$ cat src/rtl/decode_if.sv
// Decode-stage bus: fetch handshake, register-file read ports, micro-op handshake and flush.
// Modports: slave is the decode stage, master is its environment.
interface decode_if;
  logic        flush_i;
  logic        input_valid_i;
  logic        input_ready_o;
  logic [31:0] instr_i;
  logic [31:0] pc_i;
  logic [4:0]  reg_raddr1_o;
  logic [4:0]  reg_raddr2_o;
  logic [31:0] reg_rdata1_i;
  logic [31:0] reg_rdata2_i;
  logic        output_valid_o;
  logic        output_ready_i;
  logic [2:0]  class_o;
  logic [2:0]  alu_op_o;
  logic        alu_alt_o;
  logic [31:0] op1_o;
  logic [31:0] op2_o;
  logic [31:0] imm_o;
  logic [31:0] rs2_data_o;
  logic [4:0]  rd_o;
  logic        reg_write_o;
  logic [31:0] pc_o;

  modport slave (
    input  flush_i, input_valid_i, instr_i, pc_i, reg_rdata1_i, reg_rdata2_i, output_ready_i,
    output input_ready_o, reg_raddr1_o, reg_raddr2_o, output_valid_o, class_o, alu_op_o,
    output alu_alt_o, op1_o, op2_o, imm_o, rs2_data_o, rd_o, reg_write_o, pc_o
  );

  modport master (
    output flush_i, input_valid_i, instr_i, pc_i, reg_rdata1_i, reg_rdata2_i, output_ready_i,
    input  input_ready_o, reg_raddr1_o, reg_raddr2_o, output_valid_o, class_o, alu_op_o,
    input  alu_alt_o, op1_o, op2_o, imm_o, rs2_data_o, rd_o, reg_write_o, pc_o
  );
endinterface

$ cat src/rtl/decode.sv
// RV32I decode stage: 1-cycle registered micro-op, valid/ready on both sides, flush drops in-flight work.
// Optional 1-entry skid buffer (registered input ready) under DECODE_SKID_BUFFER_EN.
module decode #(
  parameter logic ILLEGAL_FLAG_EN_DEFAULT = 1'b1
) (
  input logic     clk_i,
  input logic     rst_ni,
  decode_if.slave bus
);

  localparam logic [6:0] OPC_LOAD   = 7'b0000011;
  localparam logic [6:0] OPC_MISC   = 7'b0001111;
  localparam logic [6:0] OPC_OPIMM  = 7'b0010011;
  localparam logic [6:0] OPC_AUIPC  = 7'b0010111;
  localparam logic [6:0] OPC_STORE  = 7'b0100011;
  localparam logic [6:0] OPC_OP     = 7'b0110011;
  localparam logic [6:0] OPC_LUI    = 7'b0110111;
  localparam logic [6:0] OPC_BRANCH = 7'b1100011;
  localparam logic [6:0] OPC_JALR   = 7'b1100111;
  localparam logic [6:0] OPC_JAL    = 7'b1101111;

  localparam logic [2:0] CLS_ALU     = 3'd0;
  localparam logic [2:0] CLS_LOAD    = 3'd1;
  localparam logic [2:0] CLS_STORE   = 3'd2;
  localparam logic [2:0] CLS_BRANCH  = 3'd3;
  localparam logic [2:0] CLS_JAL     = 3'd4;
  localparam logic [2:0] CLS_JALR    = 3'd5;
  localparam logic [2:0] CLS_ILLEGAL = 3'd7;

  typedef struct packed {
    logic [2:0]  cls;
    logic [2:0]  alu_op;
    logic        alu_alt;
    logic [31:0] op1;
    logic [31:0] op2;
    logic [31:0] imm;
    logic [31:0] rs2_data;
    logic [4:0]  rd;
    logic        reg_write;
    logic [31:0] pc;
  } uop_t;

  logic [31:0] instr;
  logic [31:0] rs1_val;
  logic [31:0] rs2_val;
  logic [31:0] imm_i, imm_s, imm_b, imm_u, imm_j;
  uop_t        dec;
  uop_t        out_q;
  logic        out_vld;
  logic        accept;
  logic        out_free;

  assign instr = bus.instr_i;
  assign bus.reg_raddr1_o = instr[19:15];
  assign bus.reg_raddr2_o = instr[24:20];

  // x0 reads as zero whatever the register file returns
  assign rs1_val = (instr[19:15] == 5'd0) ? 32'd0 : bus.reg_rdata1_i;
  assign rs2_val = (instr[24:20] == 5'd0) ? 32'd0 : bus.reg_rdata2_i;

  assign imm_i = {{20{instr[31]}}, instr[31:20]};
  assign imm_s = {{20{instr[31]}}, instr[31:25], instr[11:7]};
  assign imm_b = {{19{instr[31]}}, instr[31], instr[7], instr[30:25], instr[11:8], 1'b0};
  assign imm_u = {instr[31:12], 12'd0};
  assign imm_j = {{11{instr[31]}}, instr[31], instr[19:12], instr[20], instr[30:21], 1'b0};

  always_comb begin
    dec           = '0;
    dec.cls       = CLS_ALU;
    dec.alu_op    = instr[14:12];
    dec.op1       = rs1_val;
    dec.op2       = rs2_val;
    dec.rs2_data  = rs2_val;
    dec.rd        = instr[11:7];
    dec.pc        = bus.pc_i;
    case (instr[6:0])
      OPC_OP: begin
        dec.alu_alt   = instr[30];
        dec.reg_write = 1'b1;
      end
      OPC_OPIMM: begin
        dec.imm       = imm_i;
        dec.op2       = imm_i;
        dec.alu_alt   = (instr[14:12] == 3'b101) ? instr[30] : 1'b0;
        dec.reg_write = 1'b1;
      end
      OPC_LOAD: begin
        dec.cls       = CLS_LOAD;
        dec.imm       = imm_i;
        dec.op2       = imm_i;
        dec.reg_write = 1'b1;
      end
      OPC_STORE: begin
        dec.cls = CLS_STORE;
        dec.imm = imm_s;
        dec.op2 = imm_s;
      end
      OPC_BRANCH: begin
        dec.cls = CLS_BRANCH;
        dec.imm = imm_b;
      end
      OPC_JAL: begin
        dec.cls       = CLS_JAL;
        dec.imm       = imm_j;
        dec.op1       = bus.pc_i;
        dec.op2       = imm_j;
        dec.reg_write = 1'b1;
      end
      OPC_JALR: begin
        dec.cls       = CLS_JALR;
        dec.imm       = imm_i;
        dec.op2       = imm_i;
        dec.reg_write = 1'b1;
      end
      OPC_LUI: begin
        dec.alu_op    = 3'b000;
        dec.imm       = imm_u;
        dec.op1       = 32'd0;
        dec.op2       = imm_u;
        dec.reg_write = 1'b1;
      end
      OPC_AUIPC: begin
        dec.alu_op    = 3'b000;
        dec.imm       = imm_u;
        dec.op1       = bus.pc_i;
        dec.op2       = imm_u;
        dec.reg_write = 1'b1;
      end
      OPC_MISC: begin
        dec.reg_write = 1'b0;
      end
      default: begin
        // SYSTEM, unknown opcodes and compressed encodings all land here
        dec.cls       = ILLEGAL_FLAG_EN_DEFAULT ? CLS_ILLEGAL : CLS_ALU;
        dec.reg_write = 1'b0;
      end
    endcase
    if (instr[11:7] == 5'd0) dec.reg_write = 1'b0;
  end

  assign out_free = !out_vld || bus.output_ready_i;
  assign accept   = bus.input_valid_i && bus.input_ready_o;

`ifdef DECODE_SKID_BUFFER_EN
  uop_t skid_q;
  logic skid_vld;

  assign bus.input_ready_o = rst_ni && !skid_vld;

  always_ff @(posedge clk_i) begin
    if (!rst_ni) begin
      out_vld  <= 1'b0;
      out_q    <= '0;
      skid_vld <= 1'b0;
      skid_q   <= '0;
    end else if (bus.flush_i) begin
      out_vld  <= 1'b0;
      skid_vld <= 1'b0;
    end else if (out_free) begin
      if (skid_vld) begin
        // skid only fills while stalled, and ready is low while it is full
        out_q    <= skid_q;
        out_vld  <= 1'b1;
        skid_vld <= 1'b0;
      end else if (accept) begin
        out_q   <= dec;
        out_vld <= 1'b1;
      end else begin
        out_vld <= 1'b0;
      end
    end else if (accept) begin
      skid_q   <= dec;
      skid_vld <= 1'b1;
    end
  end
`else
  assign bus.input_ready_o = rst_ni && out_free;

  always_ff @(posedge clk_i) begin
    if (!rst_ni) begin
      out_vld <= 1'b0;
      out_q   <= '0;
    end else if (bus.flush_i) begin
      out_vld <= 1'b0;
    end else if (accept) begin
      out_q   <= dec;
      out_vld <= 1'b1;
    end else if (bus.output_ready_i) begin
      out_vld <= 1'b0;
    end
  end
`endif

  assign bus.output_valid_o = out_vld;
  assign bus.class_o        = out_q.cls;
  assign bus.alu_op_o       = out_q.alu_op;
  assign bus.alu_alt_o      = out_q.alu_alt;
  assign bus.op1_o          = out_q.op1;
  assign bus.op2_o          = out_q.op2;
  assign bus.imm_o          = out_q.imm;
  assign bus.rs2_data_o     = out_q.rs2_data;
  assign bus.rd_o           = out_q.rd;
  assign bus.reg_write_o    = out_q.reg_write;
  assign bus.pc_o           = out_q.pc;

endmodule

$ cat src/flat_wrapper.sv
// flat-port wrapper written by rule: the top's interface ports become plain ports
module decode_flat 
#(
  parameter logic ILLEGAL_FLAG_EN_DEFAULT = 1'b1
)
  (clk_i, rst_ni, bus_flush_i, bus_input_valid_i, bus_instr_i, bus_pc_i, bus_reg_rdata1_i, bus_reg_rdata2_i, bus_output_ready_i, bus_input_ready_o, bus_reg_raddr1_o, bus_reg_raddr2_o, bus_output_valid_o, bus_class_o, bus_alu_op_o, bus_alu_alt_o, bus_op1_o, bus_op2_o, bus_imm_o, bus_rs2_data_o, bus_rd_o, bus_reg_write_o, bus_pc_o);
  decode_if bus_i ();
  input logic clk_i;
  input logic rst_ni;
  input wire logic [$bits(bus_i.flush_i)-1:0] bus_flush_i;
  input wire logic [$bits(bus_i.input_valid_i)-1:0] bus_input_valid_i;
  input wire logic [$bits(bus_i.instr_i)-1:0] bus_instr_i;
  input wire logic [$bits(bus_i.pc_i)-1:0] bus_pc_i;
  input wire logic [$bits(bus_i.reg_rdata1_i)-1:0] bus_reg_rdata1_i;
  input wire logic [$bits(bus_i.reg_rdata2_i)-1:0] bus_reg_rdata2_i;
  input wire logic [$bits(bus_i.output_ready_i)-1:0] bus_output_ready_i;
  output wire logic [$bits(bus_i.input_ready_o)-1:0] bus_input_ready_o;
  output wire logic [$bits(bus_i.reg_raddr1_o)-1:0] bus_reg_raddr1_o;
  output wire logic [$bits(bus_i.reg_raddr2_o)-1:0] bus_reg_raddr2_o;
  output wire logic [$bits(bus_i.output_valid_o)-1:0] bus_output_valid_o;
  output wire logic [$bits(bus_i.class_o)-1:0] bus_class_o;
  output wire logic [$bits(bus_i.alu_op_o)-1:0] bus_alu_op_o;
  output wire logic [$bits(bus_i.alu_alt_o)-1:0] bus_alu_alt_o;
  output wire logic [$bits(bus_i.op1_o)-1:0] bus_op1_o;
  output wire logic [$bits(bus_i.op2_o)-1:0] bus_op2_o;
  output wire logic [$bits(bus_i.imm_o)-1:0] bus_imm_o;
  output wire logic [$bits(bus_i.rs2_data_o)-1:0] bus_rs2_data_o;
  output wire logic [$bits(bus_i.rd_o)-1:0] bus_rd_o;
  output wire logic [$bits(bus_i.reg_write_o)-1:0] bus_reg_write_o;
  output wire logic [$bits(bus_i.pc_o)-1:0] bus_pc_o;
  assign bus_i.flush_i = bus_flush_i;
  assign bus_i.input_valid_i = bus_input_valid_i;
  assign bus_i.instr_i = bus_instr_i;
  assign bus_i.pc_i = bus_pc_i;
  assign bus_i.reg_rdata1_i = bus_reg_rdata1_i;
  assign bus_i.reg_rdata2_i = bus_reg_rdata2_i;
  assign bus_i.output_ready_i = bus_output_ready_i;
  assign bus_input_ready_o = bus_i.input_ready_o;
  assign bus_reg_raddr1_o = bus_i.reg_raddr1_o;
  assign bus_reg_raddr2_o = bus_i.reg_raddr2_o;
  assign bus_output_valid_o = bus_i.output_valid_o;
  assign bus_class_o = bus_i.class_o;
  assign bus_alu_op_o = bus_i.alu_op_o;
  assign bus_alu_alt_o = bus_i.alu_alt_o;
  assign bus_op1_o = bus_i.op1_o;
  assign bus_op2_o = bus_i.op2_o;
  assign bus_imm_o = bus_i.imm_o;
  assign bus_rs2_data_o = bus_i.rs2_data_o;
  assign bus_rd_o = bus_i.rd_o;
  assign bus_reg_write_o = bus_i.reg_write_o;
  assign bus_pc_o = bus_i.pc_o;
  decode #(.ILLEGAL_FLAG_EN_DEFAULT(ILLEGAL_FLAG_EN_DEFAULT)) u_core (.clk_i(clk_i), .rst_ni(rst_ni), .bus(bus_i));
endmodule
$ cat config.mk
export PLATFORM = sky130hd
export DESIGN_NAME = decode_flat
export DESIGN_NICKNAME = d
export VERILOG_FILES = /design/src/rtl/decode_if.sv /design/src/rtl/decode.sv /design/src/flat_wrapper.sv
export SDC_FILE = /design/constraint.sdc
export NUM_CORES = 1
export LEC_CHECK = 0
export CAP_MARGIN = 20
export CORE_AREA = 2 2 124 126
export DETAILED_ROUTE_END_ITERATION = 6
export DIE_AREA = 0 0 126 128
export DONT_BUFFER_PORTS = 1
export PLACE_DENSITY = 0.6
export SLEW_MARGIN = 15
export SYNTH_ARGS = -nofsm -noshare
export SYNTH_HDL_FRONTEND = slang
export SYNTH_SLANG_ARGS = --single-unit
$ cat constraint.sdc
create_clock -name clk_i -period 2.2 [get_ports clk_i]
set_clock_uncertainty 0.05 [all_clocks]
set_input_delay 0.11 -clock clk_i [delete_from_list [all_inputs] [get_ports clk_i]]
set_output_delay 0.11 -clock clk_i [all_outputs]
set_load 0.05 [all_outputs]
==> out/metrics.yaml, run 1 <==
timing:
  min_period_over_period_pct: 95.9
  rsz0062_at_grt: "false"
  min_period_ns: 2.11
  fmax_mhz: 474
  finalSetupTns_ns: 0
  finalMaxSlewViolations: 0
  finalHoldViolations: 0
  timing.slew.headroom_pct: 51.5
  whs_ns: 0.0197
  worst_pin_slew_ns: 0.728
  fin_ws_ns: 0.0909
  finalSetupViolations: 0
logic_synthesis:
  synth_edf_count: 0
  yosys_warnings: 0
  ys_ff_latch: 174
  yosys.area_share.xor_xnor_pct: 0
  synth-seq-area-share_pct: 48.1
  muxShareOfSynthArea_pct: 0.692
  synth_area_per_cell_sq_um: 8.66
  async_flop_share_pct: 0
  synth_top_family_by_area: "compound AO/OA/AOI/OAI gates"
  netlist_instances: 836
  syn_area_sq_um: 7240
  synthAdderAreaFrac_pct: 0
  synth_flop_cell: "dfxtp_1"
  synth_compound_area_share_pct: 25.4
  syn_nets: 969
  synth_cell_types: 54
  yosys.area_share.simple_pct: 20.4
clock_tree:
  clock-root-buffer: "clkbuf_16"
  postCtsSetupBuffers: 0
  clkTransAtPathRegs_ns: 0.06
  htree_levels: 4
  cts_buffers: 17
  clkSinkCount: 174
  clock_path_buffers: 2
  cts_tree: "yes"
  clk-insertion-delay-late_ns: 0.41
global_route:
  grt_first_pass_wirelength_microns: 37800
  grt.total_usage_pct: 29.7
  grt_pass1_vias: 6762
  overflow: 0
  grt_max_degree: 113
  antenna_found_initial: 0
finish:
  area_growth_pct: 26.6
  layout_commonest_cell: "dfxtp_1"
  drive_gt1_share_pct: 7.40
  fin_nets: 1056
  mostFrequentLayoutCells: "dfxtp_1 (174), nand2_1 (162), dlygate4sd3_1 (129)"
  post-route-cell-area_sq_um: 9160
  n_antenna_cell: 0
worst_setup_path:
  crit_arrival_ns: 2.37
  worstPathMaxFanout: 47
  required_ns: 2.46
  worstSetupPathType: "flip-flop to flip-flop"
  startpoint_type: "flip-flop"
  crit_path_end_kind: "flip-flop"
floorplanning:
  io_pins: 318
  start_util_pct: 48.7
  die_y_microns: 128
  rows: 45
  die_w_microns: 126
  core_area_sq_um: 14900
  fp.dieArea_sq_um: 16100
detailed_routing:
  num_vias: 6844
  drt_iter0_drc: 515
  avgViaCountPerCell: 6.11
  drt-total-wl_microns: 24900
  drcViolationCount: 0
  ant_nets: 0
  wl_per_cell_microns: 22.2
  drt-pass1-iter-count: 6
placed_design:
  place.gp.congestion: 0.928
  post-place-ws_ns: 0.188
  portBuffers: 0
  postPlaceCellArea_sq_um: 7320
  dp_hpwl_microns: 16400
run:
  maxCapViolCount: 0
power:
  p_leak_nw: 3.32
  ir_worst_vdd_uv: 492
  cellPowerDensity_nw_per_um2: 778
hold_path:
  min_path_type: "primary input to flip-flop"
run_status:
  status: "finished clean"
cell usage after synthesis (16+ instances only):
cell type	n	share of area, %
and3_1	38	3.3
nand2_1	163	8.5
a21oi_1	91	6.3
a221o_1	32	4.4
nand3_1	25	1.7
a21boi_0	41	4.3
o21ai_0	41	2.8
buf_2	16	1.1
clkbuf_1	49	2.5
dfxtp_1	174	48
nor2b_1	16	1.4
a211oi_1	17	1.8
worst paths after layout:
path	startpoint	end	slack, ns	cells past startpoint
setup / recovery	u_core.bus.output_valid_o$_SDFFE_PP0P_	u_core.bus.rs2_data_o[0]$_SDFFE_PN0P_	0.09	6
hold / removal	bus_instr_i[23]	u_core.bus.imm_o[3]$_SDFFE_PN0P_	0.02	3
setup reg to reg	u_core.bus.output_valid_o$_SDFFE_PP0P_	u_core.bus.rs2_data_o[0]$_SDFFE_PN0P_	0.09	6
hold reg to reg	u_core.bus.imm_o[26]$_SDFFE_PN0P_	u_core.bus.imm_o[26]$_SDFFE_PN0P_	0.65	2
sequential cells by signal, indices dropped and copies added (netlist names), 3 cells and up:
signal                 cells
u_core.bus.pc_o           32
u_core.bus.class_o         3
u_core.bus.op1_o          32
u_core.bus.imm_o          32
u_core.bus.rd_o            5
u_core.bus.alu_op_o        3
u_core.bus.op2_o          32
u_core.bus.rs2_data_o     32
layer usage:
metal / share of wire [%] / vias to the layer above / global-route usage, %
li1: - / 3158 / -
met1: 39 / 3233 / 34.8
met2: 47 / 382 / 48.2
met3: 11 / 71 / 12.9
met4: 3.3 / 0 / 11.4
met5: 0 / - / 0
what timing repair did:
action	CTS	global route
hold buffers	130	0
hold endpoints to repair	174	0
endpoints found under the setup margin	0	1
resized for setup	0	2
cell type report:
| type | instances | area [sq um] |
|---|---|---|
| timing repair buffer | 152 | 1530 |
| fill | 1276 | 5700 |
| inverter | 2 | 7.51 |
| multi-input combinational | 576 | 3400 |
| clock buffer | 21 | 440 |
| sequential | 174 | 3480 |
| clock inverter | 7 | 70.1 |
| tap | 188 | 235 |
cells by family after synthesis:
family / after synthesis
DFF: 174
buffers and inverters: 86
muxes: 5
AOI/OAI and AO/OA: 272
and+or+nand+nor: 299
critical path: stages, from the launching register on:
cell and delay [ns]:
dfxtp_1 0.31, nor2b_1 0.16, or4b_4 0.53, buf_6 0.23
nand2_1 0.10, a21oi_1 0.06, dlygate4sd3_1 0.55
where the power goes:
group	internal [mW]	switching [mW]
sequential	3.27	0.497
clock	1.53	1.19
combinational	0.323	0.327
metrics by stage:
step,total power [mW],instances,utilization [%]
2_1_floorplan,4.17,836,-
6_report,7.13,1120,61.6
4_1_cts,7.16,1120,61.6
5_1_grt,7.35,1120,61.6
3_5_place_dp,4.21,962,49.3
3_3_place_gp,4.19,962,49.3
No activity file was read; power rests on OpenSTA's default activity.
==> inputs of run 2 (changes only) <==
--- a/config.mk
+++ b/config.mk
@@ -10,7 +10,7 @@
 export DETAILED_ROUTE_END_ITERATION = 6
 export DIE_AREA = 0 0 126 128
 export DONT_BUFFER_PORTS = 1
-export PLACE_DENSITY = 0.6
+export PLACE_DENSITY_LB_ADDON = 0.15
 export SLEW_MARGIN = 15
 export SYNTH_ARGS = -nofsm -noshare
 export SYNTH_HDL_FRONTEND = slang
==> run 2 against run 1 <==
  * Register-to-register slack improved by 0.03 ns
  * Die area unchanged
  * Utilization rose by 0.54 points
  * Hold slack better by 0.0018 ns
  * Global-route usage up 0.28 points
  * Sequential power is essentially flat
  * Clock power is 5% higher
  * Routed wire length increased by 0.90%
  * Combinational power grew 1%
  * Critical path type unchanged
  * Largest cell class unchanged
==> out/metrics.yaml, run 2 (same netlist as run 1, synthesis figures left out) <==
detailed_routing:
  drt_iter0_drc: 706
  num_vias: 7002
  drt-total-wl_microns: 25100
  avgViaCountPerCell: 6.19
  drt-pass1-iter-count: 5
  wl_per_cell_microns: 22.2
  drcViolationCount: 0
  ant_nets: 0
finish:
  layout.cells.non_filler: 1132
  fin_nets: 1063
  layout_commonest_cell: "dfxtp_1"
  post-route-cell-area_sq_um: 9240
  final_core_util_pct: 62.2
  seq_area_sq_um: 3480
  drive_gt1_share_pct: 8.59
  multiInputGateArea_sq_um: 3400
  fillers: 1253
  area_growth_pct: 27.7
  mostFrequentLayoutCells: "dfxtp_1 (174), nand2_1 (162), dlygate4sd3_1 (130)"
floorplanning:
  io_pins: 318
  start_util_pct: 48.7
  core_area_sq_um: 14900
  rows: 45
  die_w_microns: 126
  fp.dieArea_sq_um: 16100
  die_y_microns: 128
run_status:
  status: "finished clean"
global_route:
  antenna_found_initial: 1
  grt_max_degree: 112
  grt.total_usage_pct: 30.0
  grt_first_pass_wirelength_microns: 38200
  overflow: 0
  grt_pass1_vias: 6811
clock_tree:
  htree_levels: 4
  clk-insertion-delay-late_ns: 0.43
  cts_buffers: 17
  clkSinkCount: 174
  cts_tree: "yes"
  clock-root-buffer: "clkbuf_16"
  clock_path_buffers: 2
  clkTransAtPathRegs_ns: 0.07
worst_setup_path:
  r2r-end: "u_core.bus.imm_o[31]$_SDFFE_PN0P_"
  crit_path_end_kind: "flip-flop"
  reg2reg_slack_ns: 0.12
  crit_arrival_ns: 2.39
  worstSetupPathType: "flip-flop to flip-flop"
  worstPathMaxFanout: 34
  rr_startpoint: "u_core.bus.output_valid_o$_SDFFE_PP0P_"
  required_ns: 2.51
  startpoint_type: "flip-flop"
  rr_worst_depth: 7
timing:
  finalMaxSlewViolations: 0
  timing.slew.headroom_pct: 55.3
  finalHoldViolations: 0
  finalSetupViolations: 0
  fmax_mhz: 481
  min_period_ns: 2.08
  min_period_over_period_pct: 94.6
  worst_pin_slew_ns: 0.669
placed_design:
  dp_hpwl_microns: 16200
  portBuffers: 0
  dp.cells: 967
  place.gp.congestion: 0.880
  postPlaceCellArea_sq_um: 7340
run:
  maxCapViolCount: 0
power:
  ir_worst_vdd_uv: 529
  cellPowerDensity_nw_per_um2: 788
  p_leak_nw: 3.36
hold_path:
  min_to: "u_core.bus.op2_o[6]$_SDFFE_PN0P_"
  min_path_type: "primary input to flip-flop"
  whs_path_depth: 3
  hold_path_startpoint: "bus_reg_rdata2_i[6]"
[run 2: repair_timing]
action,CTS,global route
resized for setup,0,2
endpoints found under the setup margin,0,5
buffers inserted,0,1
endpoints found under the hold margin,174,0
hold buffers,131,0
[run 2: worst max path at each step]
stage | startpoint | endpoint | cells after the start
floorplan | u_core.bus.output_valid_o$_SDFFE_PP0P_ | u_core.bus.op2_o[12]$_SDFFE_PN0P_ | 6
global placement | u_core.bus.output_valid_o$_SDFFE_PP0P_ | u_core.bus.op1_o[5]$_SDFFE_PN0P_ | 5
detailed placement | u_core.bus.output_valid_o$_SDFFE_PP0P_ | u_core.bus.reg_write_o$_SDFFE_PN0P_ | 6
CTS | u_core.bus.output_valid_o$_SDFFE_PP0P_ | u_core.bus.reg_write_o$_SDFFE_PN0P_ | 6
global route | u_core.bus.output_valid_o$_SDFFE_PP0P_ | u_core.bus.imm_o[13]$_SDFFE_PN0P_ | 6
finish | u_core.bus.output_valid_o$_SDFFE_PP0P_ | u_core.bus.imm_o[31]$_SDFFE_PN0P_ | 7
[run 2: cell type report]
type                    instances  area share, %
diodes                          1         0.0271
clock buffers                  20           4.83
clock inverters                12           1.19
inverters                       2         0.0812
multi-input cells             576           36.8
flip-flops and latches        174           37.7
well taps                     188           2.55
repair buffers                159           16.9
[run 2: routing by layer]
metal / routed length (microns) / part of all wire (%) / global-route usage, % / vias up
li1: - / - / - / 3180
met1: 9960 / 40 / 37.0 / 3312
met2: 12000 / 48 / 48.6 / 433
met3: 2270 / 9.0 / 8.43 / 77
met4: 913 / 3.6 / 14.3 / 0
met5: 0 / 0 / 0 / -
[run 2: where the power goes]
group / switching (mW) / total [mW] / internal [mW] / leakage [nW]
registers: 0.493 / 3.76 / 3.27 / 1.42
logic: 0.334 / 0.657 / 0.323 / 1.68
clock network: 1.27 / 2.86 / 1.59 / 0.263
total: 2.10 / 7.28 / 5.18 / 3.36
[run 2: stage by stage]
stage                     power (mW)  hold slack (ns)  worst slack [ns]  setup TNS [ns]
after floorplan                 4.17            0.136            0.0485               0
after global placement          4.19            0.140            0.0255               0
after detailed placement        4.21            0.143            0.0509               0
after CTS                       7.29           0.0114            0.0139               0
after global routing            7.48           0.0304          -0.00587        -0.00587
final                           7.28           0.0215             0.119               0
[run 2: critical path: stages (launching register included)]
cell,delay (ns)
dfxtp_1,0.31
nor2b_1,0.16
or4b_4,0.53
buf_4,0.29
a21oi_4,0.30
buf_4,0.18
a22oi_1,0.05
nor2b_1,0.13
